## src/rtl/record_play_ctrl.sv

```systemverilog
// Record/playback sequencer for the audio sample memory: turns command pulses and the
// sample-rate strobe into registered address / write-enable / read-enable sequences.
module record_play_ctrl #(
  parameter int unsigned ADDR_W = 17,
  parameter int unsigned DEPTH  = 131072
) (
  input  logic              i_clk,
  input  logic              i_reset,
  input  logic              i_rec_cmd,
  input  logic              i_play_cmd,
  input  logic              i_stop_cmd,
  input  logic              i_sample_tick,
  output logic [ADDR_W-1:0] o_addr,
  output logic              o_mem_we,
  output logic              o_mem_re,
  output logic [ADDR_W:0]   o_rec_len,
  output logic              o_recording,
  output logic              o_playing,
  output logic              o_done
);

  localparam logic [ADDR_W-1:0] LAST_ADDR = ADDR_W'(DEPTH - 1);
  localparam logic [ADDR_W:0]   FULL_LEN  = (ADDR_W + 1)'(DEPTH);

  typedef enum logic [1:0] {
    S_IDLE,
    S_RECORD,
    S_PLAY
  } state_t;

  state_t              r_state;
  state_t              w_state_nxt;

  logic [ADDR_W-1:0]   r_addr;
  logic                r_we;
  logic                r_re;
  logic [ADDR_W:0]     r_rec_len;
  logic                r_done;

  logic [ADDR_W-1:0]   w_addr_nxt;
  logic                w_we_nxt;
  logic                w_re_nxt;
  logic [ADDR_W:0]     w_rec_len_nxt;
  logic                w_done_nxt;

  logic [ADDR_W-1:0]   w_addr_inc;
  logic [ADDR_W:0]     w_rec_count;
  logic                w_rec_full;
  logic                w_play_last;
  logic                w_strobe_busy;

  assign w_addr_inc    = r_addr + ADDR_W'(1);
  assign w_strobe_busy = r_we | r_re;
  // A write strobe that is high in the stop cycle still lands, so it is counted.
  assign w_rec_count   = {1'b0, r_addr} + (ADDR_W + 1)'(r_we);
  assign w_rec_full    = r_we && (r_addr == LAST_ADDR);
  assign w_play_last   = r_re && ({1'b0, r_addr} == (r_rec_len - (ADDR_W + 1)'(1)));

  always_ff @(posedge i_clk) begin
    if (i_reset) begin
      r_state   <= S_IDLE;
      r_addr    <= '0;
      r_we      <= 1'b0;
      r_re      <= 1'b0;
      r_rec_len <= '0;
      r_done    <= 1'b0;
    end else begin
      r_state   <= w_state_nxt;
      r_addr    <= w_addr_nxt;
      r_we      <= w_we_nxt;
      r_re      <= w_re_nxt;
      r_rec_len <= w_rec_len_nxt;
      r_done    <= w_done_nxt;
    end
  end

  always_comb begin
    w_state_nxt = r_state;
    unique case (r_state)
      S_IDLE: begin
        if (i_stop_cmd)                            w_state_nxt = S_IDLE;
        else if (i_rec_cmd)                        w_state_nxt = S_RECORD;
        else if (i_play_cmd && (r_rec_len != '0))  w_state_nxt = S_PLAY;
      end
      S_RECORD: begin
        if (i_stop_cmd || w_rec_full)              w_state_nxt = S_IDLE;
      end
      S_PLAY: begin
        if (i_stop_cmd || w_play_last)             w_state_nxt = S_IDLE;
      end
      default:                                     w_state_nxt = S_IDLE;
    endcase
  end

  always_comb begin
    w_addr_nxt    = r_addr;
    w_we_nxt      = 1'b0;
    w_re_nxt      = 1'b0;
    w_rec_len_nxt = r_rec_len;
    w_done_nxt    = 1'b0;
    unique case (r_state)
      S_IDLE: begin
        if (!i_stop_cmd && (i_rec_cmd || (i_play_cmd && (r_rec_len != '0))))
          w_addr_nxt = '0;
      end
      S_RECORD: begin
        if (r_we)
          w_addr_nxt = w_addr_inc;
        if (i_sample_tick && !i_stop_cmd && !w_strobe_busy && !w_rec_full)
          w_we_nxt = 1'b1;
        if (i_stop_cmd) begin
          w_rec_len_nxt = w_rec_count;
          w_addr_nxt    = '0;
          w_done_nxt    = 1'b1;
        end else if (w_rec_full) begin
          w_rec_len_nxt = FULL_LEN;
          w_addr_nxt    = '0;
          w_done_nxt    = 1'b1;
        end
      end
      S_PLAY: begin
        if (r_re)
          w_addr_nxt = w_addr_inc;
        if (i_sample_tick && !i_stop_cmd && !w_strobe_busy)
          w_re_nxt = 1'b1;
        if (i_stop_cmd || w_play_last) begin
          w_addr_nxt = '0;
          w_done_nxt = 1'b1;
        end
      end
      default: begin
        w_addr_nxt = '0;
      end
    endcase
  end

  assign o_addr      = r_addr;
  assign o_mem_we    = r_we;
  assign o_mem_re    = r_re;
  assign o_rec_len   = r_rec_len;
  assign o_done      = r_done;
  assign o_recording = (r_state == S_RECORD);
  assign o_playing   = (r_state == S_PLAY);

endmodule

```

## config.mk

```make
export PLATFORM = sky130hd
export DESIGN_NAME = record_play_ctrl
export DESIGN_NICKNAME = d
export VERILOG_FILES = /design/src/rtl/record_play_ctrl.sv
export SDC_FILE = /design/constraint.sdc
export NUM_CORES = 1
export LEC_CHECK = 0
export ABC_CLOCK_PERIOD_IN_PS = 2900
export BUFFER_PORTS_ARGS = -buffer_cell sky130_fd_sc_hd__buf_2
export CAP_MARGIN = 10
export CORE_AREA = 2 2 78 80
export DETAILED_ROUTE_END_ITERATION = 10
export DIE_AREA = 0 0 80 82
export MAX_ROUTING_LAYER = met4
export PLACE_DENSITY = 0.87
export SETUP_SLACK_MARGIN = 0.3
export SYNTH_ARGS = -nofsm -noshare
export SYNTH_HDL_FRONTEND = slang
export SYNTH_SLANG_ARGS = --single-unit
```

## constraint.sdc

```tcl
create_clock -name i_clk -period 2.9 [get_ports i_clk]
set_input_delay 0.435 -clock i_clk [delete_from_list [all_inputs] [get_ports i_clk]]
set_output_delay 0.435 -clock i_clk [all_outputs]
set_load 0.05 [all_outputs]
```

==> results.py, run 1 <==
metrics = {
    "grt": {
        "antenna_found_initial": 0,
        "grt_pass1_wl_mm": 14.8,
        "grt-ovfl-total": 0,
        "grt_pass1_vias": 3121,
        "grt_usage": 0.296,
        "grt_max_degree": 39,
    },
    "sta": {
        "slew_headroom": 0.496,
        "setup_ws_ns": 0.0770,
        "max_freq_ghz": 0.354,
        "rsz0062_at_grt": "true",
        "skew_ns": 0.00629,
        "fin_crit_sh": 0.973,
        "hold_viol_final": 0,
        "hold_slack_ns": 0.486,
        "worstMarginPinSlew_ns": 0.756,
        "period_needed_ns": 2.82,
        "final_max_slew_viol_count": 0,
        "setup_viol": 0,
    },
    "clock_network": {
        "cts.sinks": 40,
        "cts_hold_buf": 0,
        "htree_levels": 2,
        "cts_tree": "done",
        "cts.reportedPaths.clkPinSlew_ns": 0.08,
        "clk_path_buf_depth": 2,
        "cts-root-buf": "clkbuf_8",
        "numCtsBuffers": 5,
        "insertion_delay_ns": 0.31,
    },
    "power_and_ir_drop": {
        "p_int_mw": 0.755,
        "power_leakage_nw": 1.52,
        "clockPowerShare": 0.390,
        "p_switching_mw": 0.272,
        "swShare": 0.265,
        "combPwrFrac": 0.077,
        "vdd_drop_max_uv": 164,
        "power_frac_seq": 0.533,
        "power_per_cell_area_mw_per_mm2": 284,
    },
    "setup_path": {
        "crit_arrival_ns": 3.05,
        "crit_slowest_cell": "dfxtp_4",
        "critical_path.cell_chain": "ha_4 > and3_4 > nand3_4 > nor2_4 > nand4_1 > buf_4 > buf_4 > buf_4 > buf_4 > buf_4 > buf_6 > buf_4 > buf_4 > buf_4 > buf_6 > nor2_4 > nand4_1 > a31oi_1",
        "cpMostUsedCell": "buf_4",
        "worstSetupEndpointType": "flop",
        "startpoint_type": "flop",
        "cpLargestDelayFamily": "buffers and inverters",
        "slowest_delay_ns": 0.37,
        "cp_max_fo": 4,
        "critPathBufInv": 10,
        "worstSetupPathType": "flop to flop",
        "crit_required_ns": 3.13,
    },
    "floorplanning": {
        "core_area_mm2": 0.00575,
        "io-pin-count": 46,
        "dieHeight_um": 82,
        "dieArea_mm2": 0.00656,
        "start_util": 0.506,
        "chipWidth_um": 80,
        "rows": 28,
    },
    "yosys": {
        "synth_warnings": 0,
        "syn_area_mm2": 0.00291,
        "synthArstFlopShare": 0,
        "yosys.area.top_type_share": 0.276,
        "ys_seq_area_frac": 0.276,
        "syn_nets": 400,
        "synthFlopType": "dfxtp_1",
        "synth.most_common_cell": "nor2_1",
        "synth_common_cells": "45 x nor2_1, 40 x dfxtp_1, 33 x nand2_1",
        "netlist_top_cells_area": "dfxtp_1 28%, nand4_1 6.7%, xnor2_1 6.3%",
        "synth_edf_count": 0,
        "syn_inst": 386,
        "synth.distinct_cells": 50,
        "postSynthRegisterBits": 40,
        "yosysTopAreaCell": "dfxtp_1",
        "postSynthAreaPerCell_um2": 7.53,
    },
    "placed_design": {
        "numPlacedInstances": 495,
        "routabilityCongestion": 0.983,
        "place_ws_ns": 0.100,
        "place_hpwl_mm": 6.03,
        "port_buffers": 45,
    },
    "route": {
        "ant_nets": 0,
        "avgViaCountPerCell": 6.32,
        "drc": 0,
        "wire_per_inst_um": 17.6,
        "vias": 3278,
        "drtIter0Drc": 356,
        "firstDrtPassIters": 5,
        "routed_wl_mm": 9.16,
    },
    "cells_and_area": {
        "drive_gt1_frac": 0.282,
        "antenna_cells": 0,
        "nNetsFinal": 457,
        "finalNonFillerCells": 519,
        "fin_util": 0.630,
        "area_growth_pct": 24.6,
        "fill_cells": 488,
    },
    "run": {
        "maxCapViolations": 0,
    },
    "run_status": {
        "outcome": "completed",
    },
    "worst_hold_path": {
        "hold_path_class": "input pin to flop",
    },
}
power groups by stage:
stage / clock network [mW] / registers, mW / logic [mW]
after global routing: 0.417 / 0.548 / 0.0845
after detailed placement: 0 / 0.561 / 0.0751
after CTS: 0.402 / 0.547 / 0.0755
after floorplan: 0 / 0.564 / 0.0503
final: 0.401 / 0.548 / 0.0790
after global placement: 0 / 0.560 / 0.0734
per-stage QoR:
| stage | cell area, µm² | TNS (ns) | power [mW] |
|---|---|---|---|
| after floorplan | 3010 | 0 | 0.614 |
| after global placement | 3340 | 0 | 0.634 |
| after detailed placement | 3340 | 0 | 0.636 |
| after CTS | 3590 | 0 | 1.03 |
| after global routing | 3620 | -0.496 | 1.05 |
| final | 3620 | 0 | 1.03 |
area by class of cell:
cell class | count | area (µm²) | share of cell area
clock buffers | 6 | 82.6 | 0.0228
clock inverters | 2 | 10.0 | 0.00277
inverters | 7 | 26.3 | 0.00726
multi-input cells | 303 | 1980 | 0.547
flip-flops and latches | 40 | 831 | 0.230
well taps | 75 | 93.8 | 0.0259
repair buffers | 86 | 597 | 0.165
kinds of logic (layout without fill, tap and decap cells):
kind of cell,after synthesis,after routing,synth area share
AOI/OAI and AO/OA,72,72,0.167
adders and majority gates,8,8,0.0345
xor gates and xnor gates,34,34,0.102
DFF,40,40,0.276
and+or+nand+nor,189,189,0.357
buffers and inverters,43,101,0.0629
routing by layer:
metal,wire length [µm],GRT usage
met1,3570,0.353
met2,4430,0.470
met4,342,0.156
met5,0,-
met3,810,0.0637
sequential cells by signal, summed over array words and instances (netlist names):
name,count
o_addr,17
o_done,1
o_mem_re,1
o_mem_we,1
o_rec_len,18
r_state,2
worst paths after layout:
check	startpoint	endpoint	slack [ns]	cells past startpoint
min reg2reg	o_rec_len[0]$_SDFFE_PP0P_	o_rec_len[0]$_SDFFE_PP0P_	0.54	2
max	o_addr[1]$_SDFFE_PP0P_	o_addr[14]$_SDFFE_PP0P_	0.08	18
min	i_stop_cmd	o_rec_len[0]$_SDFFE_PP0P_	0.49	3
max reg2reg	o_addr[1]$_SDFFE_PP0P_	o_addr[14]$_SDFFE_PP0P_	0.08	18
repair_timing:
| item | in CTS | in global routing |
|---|---|---|
| pin swaps | 3 | 4 |
| setup endpoints to repair | 19 | 19 |
| gates resized for setup | 8 | 7 |
| cloned | 1 | 0 |
| setup buffers | 14 | 1 |
placed cells by master, fill, tap and decap left out, types with 4 or more instances in the layout:
master    instances
buf_2            45
dfxtp_4           5
nand3_1          15
a21oi_1          19
nor2_1           43
nand2b_1          7
a32oi_1           4
buf_4            34
ha_1              6
clkbuf_8          6
dfxtp_1          26
inv_1             7
dfxtp_2           9
xor2_1           13
a31oi_1          13
nor3_1           11
nor2b_1           5
and2_1            6
and4_1            6
and3_1            6
a22oi_1          14
nor4_1            4
nand4_1          31
nand2_1          33
xnor2_1          21
worst register-to-register path, stage by stage (launching register included):
cell     delay (ns)
dfxtp_4        0.37
ha_4           0.14
and3_4         0.20
nand3_4        0.09
nor2_4         0.11
nand4_1        0.14
buf_4          0.19
buf_4          0.12
buf_4          0.12
buf_4          0.12
buf_4          0.12
buf_6          0.10
buf_4          0.12
buf_4          0.13
buf_4          0.13
buf_6          0.11
nor2_4         0.10
nand4_1        0.15
a31oi_1        0.19
Power figures use the tool's default switching activity.
==> inputs of run 2 (changes only) <==
--- a/config.mk
+++ b/config.mk
@@ -5,14 +5,14 @@
 export SDC_FILE = /design/constraint.sdc
 export NUM_CORES = 1
 export LEC_CHECK = 0
-export ABC_CLOCK_PERIOD_IN_PS = 2900
+export ABC_CLOCK_PERIOD_IN_PS = 3100
 export BUFFER_PORTS_ARGS = -buffer_cell sky130_fd_sc_hd__buf_2
 export CAP_MARGIN = 10
-export CORE_AREA = 2 2 78 80
+export CORE_AREA = 2 2 75 77
 export DETAILED_ROUTE_END_ITERATION = 10
-export DIE_AREA = 0 0 80 82
+export DIE_AREA = 0 0 77 79
 export MAX_ROUTING_LAYER = met4
-export PLACE_DENSITY = 0.87
+export PLACE_DENSITY = 0.89
 export SETUP_SLACK_MARGIN = 0.3
 export SYNTH_ARGS = -nofsm -noshare
 export SYNTH_HDL_FRONTEND = slang
==> constraint.sdc (replaced) <==
create_clock -name i_clk -period 3.1 [get_ports i_clk]
set_input_delay 0.465 -clock i_clk [delete_from_list [all_inputs] [get_ports i_clk]]
set_output_delay 0.465 -clock i_clk [all_outputs]
set_load 0.05 [all_outputs]
==> results.py, run 2 (synthesis results as in run 1) <==
metrics = {
    "cells_and_area": {
        "largest_reg_flops": 18,
        "antenna_cells": 0,
        "fill_cells": 478,
        "finalNonFillerCells": 498,
        "layout.area.seq_um2": 830,
        "area_growth_pct": 20.2,
        "mostFrequentLayoutCells": "45 x buf_2, 44 x nor2_1, 33 x nand2_1, 31 x nand4_1, 27 x dfxtp_1",
        "multi_input_area_mm2": 0.00202,
        "final_common_cell": "buf_2",
        "nNetsFinal": 439,
        "drive_gt1_frac": 0.249,
    },
    "placed_design": {
        "port_buffers": 45,
        "place_hpwl_mm": 5.82,
        "routabilityCongestion": 0.954,
        "numPlacedInstances": 481,
    },
    "grt": {
        "grt-ovfl-total": 0,
        "grt_usage": 0.276,
        "grt_max_degree": 39,
        "antenna_found_initial": 0,
        "grt_pass1_wl_mm": 13.4,
        "grt_pass1_vias": 2772,
    },
    "power_and_ir_drop": {
        "vdd_drop_max_uv": 163,
        "power_leakage_nw": 1.43,
        "power_per_cell_area_mw_per_mm2": 274,
        "p_total_mw": 0.955,
    },
    "setup_path": {
        "startpoint_type": "flop",
        "crit_arrival_ns": 2.97,
        "ff2ff_path_depth": 14,
        "endpoint": "o_addr[11]$_SDFFE_PP0P_",
        "r2r-start": "o_addr[1]$_SDFFE_PP0P_",
        "worstSetupEndpointType": "flop",
        "r2r_slack_ns": 0.28,
        "worstSetupPathType": "flop to flop",
        "cp_max_fo": 8,
        "crit_required_ns": 3.25,
        "reg2reg_to": "o_addr[11]$_SDFFE_PP0P_",
        "crit_path_start": "o_addr[1]$_SDFFE_PP0P_",
    },
    "clock_network": {
        "numCtsBuffers": 5,
        "cts.reportedPaths.clkPinSlew_ns": 0.08,
        "insertion_delay_ns": 0.30,
        "htree_levels": 2,
        "cts-root-buf": "clkbuf_8",
        "cts_tree": "done",
        "clk_path_buf_depth": 2,
        "cts_hold_buf": 0,
        "cts.sinks": 40,
    },
    "run_status": {
        "outcome": "completed",
    },
    "route": {
        "vias": 3247,
        "firstDrtPassIters": 5,
        "avgViaCountPerCell": 6.52,
        "wire_per_inst_um": 18.2,
        "drtIter0Drc": 313,
        "ant_nets": 0,
        "drc": 0,
        "routed_wl_mm": 9.08,
    },
    "run": {
        "maxCapViolations": 0,
    },
    "floorplanning": {
        "dieArea_mm2": 0.00608,
        "core_area_mm2": 0.00534,
        "chipWidth_um": 77,
        "rows": 27,
        "dieHeight_um": 79,
        "io-pin-count": 46,
        "start_util": 0.544,
    },
    "sta": {
        "worstMarginPinSlew_ns": 0.727,
        "slew_headroom": 0.515,
        "rsz0062_at_grt": "true",
        "period_needed_ns": 2.82,
        "max_freq_ghz": 0.355,
        "tns_ns": 0,
        "final_max_slew_viol_count": 0,
        "fin_crit_sh": 0.909,
        "skew_ns": 0.00423,
        "setup_viol": 0,
        "hold_viol_final": 0,
    },
    "worst_hold_path": {
        "hold_path_class": "input pin to flop",
    },
}
==> run 2: changes by cell type in the layout (fill, tap and decap cells not counted), moves of 2 or more <==
cell       previous run  this run
clkbuf_1              0         2
buf_6                 3         1
clkbuf_16             0         2
buf_4                34        17
nor4_2                0         2
clkinv_2              2         0
==> run 2: report_power, final <==
group          switching, mW  internal (mW)  total, mW
logic                 0.0544         0.0179     0.0723
registers            0.00151          0.511      0.512
clock network          0.189          0.182      0.371
==> run 2: area by class of cell <==
| class | instances | area share |
|---|---|---|
| Clock buffer | 8 | 0.0258 |
| Inverter | 7 | 0.00753 |
| Multi-Input combinational cell | 305 | 0.579 |
| Sequential cell | 40 | 0.238 |
| Tap cell | 72 | 0.0258 |
| Timing Repair Buffer | 66 | 0.124 |
==> run 2: worst min-delay path by stage <==
stage,startpoint,to,cells past startpoint
finish,i_stop_cmd,o_rec_len[0]$_SDFFE_PP0P_,3
global route,i_stop_cmd,o_rec_len[0]$_SDFFE_PP0P_,3
CTS,i_stop_cmd,o_rec_len[0]$_SDFFE_PP0P_,3
detailed placement,o_rec_len[0]$_SDFFE_PP0P_,o_rec_len[0]$_SDFFE_PP0P_,2
global placement,o_rec_len[1]$_SDFFE_PP0P_,o_rec_len[1]$_SDFFE_PP0P_,2
floorplan,r_state[0]$_SDFFE_PP0P_,r_state[0]$_SDFFE_PP0P_,2
==> run 2: what timing repair did <==
action	4_1_cts	5_1_grt
setup endpoints to repair	17	19
buffers inserted	1	4
gates cloned	0	4
pin swaps	3	21
resized for setup	4	12
endpoints found under the hold margin	0	0
==> run 2: worst max-delay path, stage by stage (launching register included) <==
cell	delay, ns
dfxtp_4	0.36
ha_4	0.14
and3_4	0.20
nand3_4	0.08
nor2_4	0.10
nand4_1	0.16
nor2_1	0.16
ha_2	0.17
and2_4	0.14
nor2b_2	0.04
nor2_1	0.08
or4b_4	0.56
buf_12	0.18
a32oi_2	0.20
a21oi_1	0.08
==> run 2: metal layers <==
layer | GRT usage | up-vias | wire (µm)
li1 | - | 1485 | -
met5 | - | - | 0
met4 | 0.109 | 0 | 204
met3 | 0.0534 | 25 | 655
met1 | 0.341 | 1552 | 3680
met2 | 0.450 | 185 | 4540
==> run 2: metrics by stage <==
step / setup WS (ns) / hold WS [ns] / area (µm²) / util
after floorplan: 0.313 / 0.508 / 2960 / -
after global placement: 0.255 / 0.486 / 3210 / 0.602
after detailed placement: 0.162 / 0.506 / 3210 / 0.602
after CTS: 0.300 / 0.506 / 3330 / 0.623
after global routing: 0.139 / 0.538 / 3490 / 0.654
final: 0.283 / 0.503 / 3490 / 0.654
==> inputs of run 3 (changes only) <==
--- a/config.mk
+++ b/config.mk
@@ -13,7 +13,6 @@
 export DIE_AREA = 0 0 77 79
 export MAX_ROUTING_LAYER = met4
 export PLACE_DENSITY = 0.89
-export SETUP_SLACK_MARGIN = 0.3
 export SYNTH_ARGS = -nofsm -noshare
 export SYNTH_HDL_FRONTEND = slang
 export SYNTH_SLANG_ARGS = --single-unit
==> results.py, run 3 (synthesis results as in run 1) <==
metrics = {
    "route": {
        "routed_wl_mm": 8.18,
        "avgViaCountPerCell": 6.19,
        "drtIter0Drc": 300,
        "ant_nets": 0,
        "drc": 0,
        "firstDrtPassIters": 5,
        "vias": 3095,
        "wire_per_inst_um": 16.4,
    },
    "power_and_ir_drop": {
        "power_frac_seq": 0.558,
        "p_total_mw": 0.925,
        "power_per_cell_area_mw_per_mm2": 275,
        "power_leakage_nw": 1.42,
        "vdd_drop_max_uv": 211,
        "p_int_mw": 0.687,
        "clockPowerShare": 0.364,
        "combPwrFrac": 0.078,
        "swShare": 0.258,
        "p_switching_mw": 0.239,
    },
    "cells_and_area": {
        "final_common_cell": "buf_2",
        "antenna_cells": 0,
        "fill_cells": 487,
        "layout.area.seq_um2": 806,
        "drive_gt1_frac": 0.217,
        "fin_area_mm2": 0.00337,
        "fin_util": 0.631,
        "multi_input_area_mm2": 0.00194,
        "nNetsFinal": 442,
        "largest_reg_flops": 18,
        "mostFrequentLayoutCells": "45 x buf_2, 44 x nor2_1, 36 x dfxtp_1, 33 x nand2_1, 31 x nand4_1",
        "area_growth_pct": 15.9,
    },
    "placed_design": {
        "place_hpwl_mm": 5.87,
        "dpl_cell_area_mm2": 0.00326,
        "routabilityCongestion": 0.892,
        "port_buffers": 45,
    },
    "sta": {
        "setup_viol": 0,
        "slew_headroom": 0.508,
        "skew_ns": 0.00199,
        "max_freq_ghz": 0.341,
        "final_max_slew_viol_count": 0,
        "tns_ns": 0,
        "period_needed_ns": 2.93,
        "fin_crit_sh": 0.945,
        "worstMarginPinSlew_ns": 0.738,
        "hold_viol_final": 0,
    },
    "grt": {
        "grt_pass1_wl_mm": 13.9,
        "grt_max_degree": 39,
        "grt-ovfl-total": 0,
        "grt_usage": 0.287,
        "grt_pass1_vias": 2946,
        "antenna_found_initial": 0,
    },
    "clock_network": {
        "cts.sinks": 40,
        "numCtsBuffers": 5,
        "clk_path_buf_depth": 2,
        "cts-root-buf": "clkbuf_8",
        "cts.reportedPaths.clkPinSlew_ns": 0.08,
        "cts_hold_buf": 0,
        "htree_levels": 2,
        "cts_tree": "done",
        "insertion_delay_ns": 0.30,
    },
    "run_status": {
        "outcome": "completed",
    },
    "floorplanning": {
        "core_area_mm2": 0.00534,
        "start_util": 0.544,
        "io-pin-count": 46,
        "dieHeight_um": 79,
        "rows": 27,
        "dieArea_mm2": 0.00608,
        "chipWidth_um": 77,
    },
    "setup_path": {
        "path_depth": 8,
        "worstSetupEndpointType": "flop",
        "r2r-start": "o_rec_len[7]$_SDFFE_PP0P_",
        "reg2reg_to": "o_addr[15]$_SDFFE_PP0P_",
        "endpoint": "o_addr[15]$_SDFFE_PP0P_",
        "slowest_delay_ns": 0.62,
        "ff2ff_path_depth": 8,
        "critical_path.cell_chain": "nor4_4 > and4b_1 > and4_1 > o311ai_1 > or4b_4 > buf_8 > a32oi_2 > a21oi_1",
        "cpLargestDelayFamily": "simple AND/OR/NAND/NOR gates",
        "startpoint_type": "flop",
        "cp_max_fo": 30,
        "critPathBufInv": 1,
        "worstSetupPathType": "flop to flop",
        "crit_slowest_cell": "or4b_4",
        "crit_arrival_ns": 3.08,
        "r2r_slack_ns": 0.17,
        "crit_path_start": "o_rec_len[7]$_SDFFE_PP0P_",
        "crit_required_ns": 3.25,
    },
    "worst_hold_path": {
        "hold_path_class": "input pin to flop",
    },
    "run": {
        "maxCapViolations": 0,
    },
}
==> run 3: cell count changes in the layout (fill, tap and decap cells not counted), moves of 3 or more <==
cell	before	now
dfxtp_4	5	0
buf_4	17	25
dfxtp_1	27	36
ha_1	5	8
dfxtp_2	8	4
==> run 3: worst min path at each step <==
stage                                           from                    endpoint  slack, ns  cells after the start
after global placement    o_rec_len[17]$_SDFFE_PP0P_  o_rec_len[17]$_SDFFE_PP0P_       0.53                      2
final                                     i_stop_cmd   o_rec_len[0]$_SDFFE_PP0P_       0.52                      3
after global routing                      i_stop_cmd   o_rec_len[2]$_SDFFE_PP0P_       0.55                      3
after CTS                                 i_stop_cmd   o_rec_len[0]$_SDFFE_PP0P_       0.51                      3
after detailed placement     r_state[1]$_SDFFE_PP0P_     r_state[1]$_SDFFE_PP0P_       0.55                      1
after floorplan              r_state[0]$_SDFFE_PP0P_     r_state[0]$_SDFFE_PP0P_       0.51                      2
==> run 3: stage by stage <==
stage / hold WS (ns) / std cells / setup slack [ns]
final: 0.524 / 500 / 0.170
after floorplan: 0.508 / 386 / 0.0342
after CTS: 0.514 / 499 / 0.0840
after global routing: 0.545 / 500 / -0.0232
after global placement: 0.529 / 492 / 0.216
after detailed placement: 0.548 / 492 / 0.100
==> run 3: layout make-up <==
class / count / area share
clock buffers: 6 / 0.0215
clock inverters: 1 / 0.00149
inverters: 7 / 0.00780
multi-input cells: 303 / 0.576
flip-flops and latches: 40 / 0.239
well taps: 72 / 0.0267
repair buffers: 71 / 0.127
==> run 3: routing by layer <==
layer	up-vias	GRT usage	part of all wire
li1	1483	-	-
met3	11	0.0523	0.087
met1	1446	0.367	0.42
met4	0	0.0839	0.010
met2	155	0.468	0.48
met5	-	-	0
==> run 3: power by group through the flow <==
stage | Clock, mW | Sequential (mW) | Combinational [mW]
after floorplan | 0 | 0.532 | 0.0469
after global placement | 0 | 0.528 | 0.0685
after detailed placement | 0 | 0.529 | 0.0695
after CTS | 0.340 | 0.517 | 0.0698
after global routing | 0.363 | 0.517 | 0.0775
final | 0.337 | 0.517 | 0.0720
==> run 3: what timing repair did <==
action,4_1_cts,5_1_grt
gates resized for setup,0,6
endpoints found under the setup margin,0,17
setup buffers,0,1
==> run 3: worst register-to-register path, delay by kind of cell (launching register included) <==
family	cells	cell delay (ns)
DFF	1	0.40
AOI/OAI and AO/OA	3	0.53
buffers and inverters	1	0.20
and+or+nand+nor	4	1.67
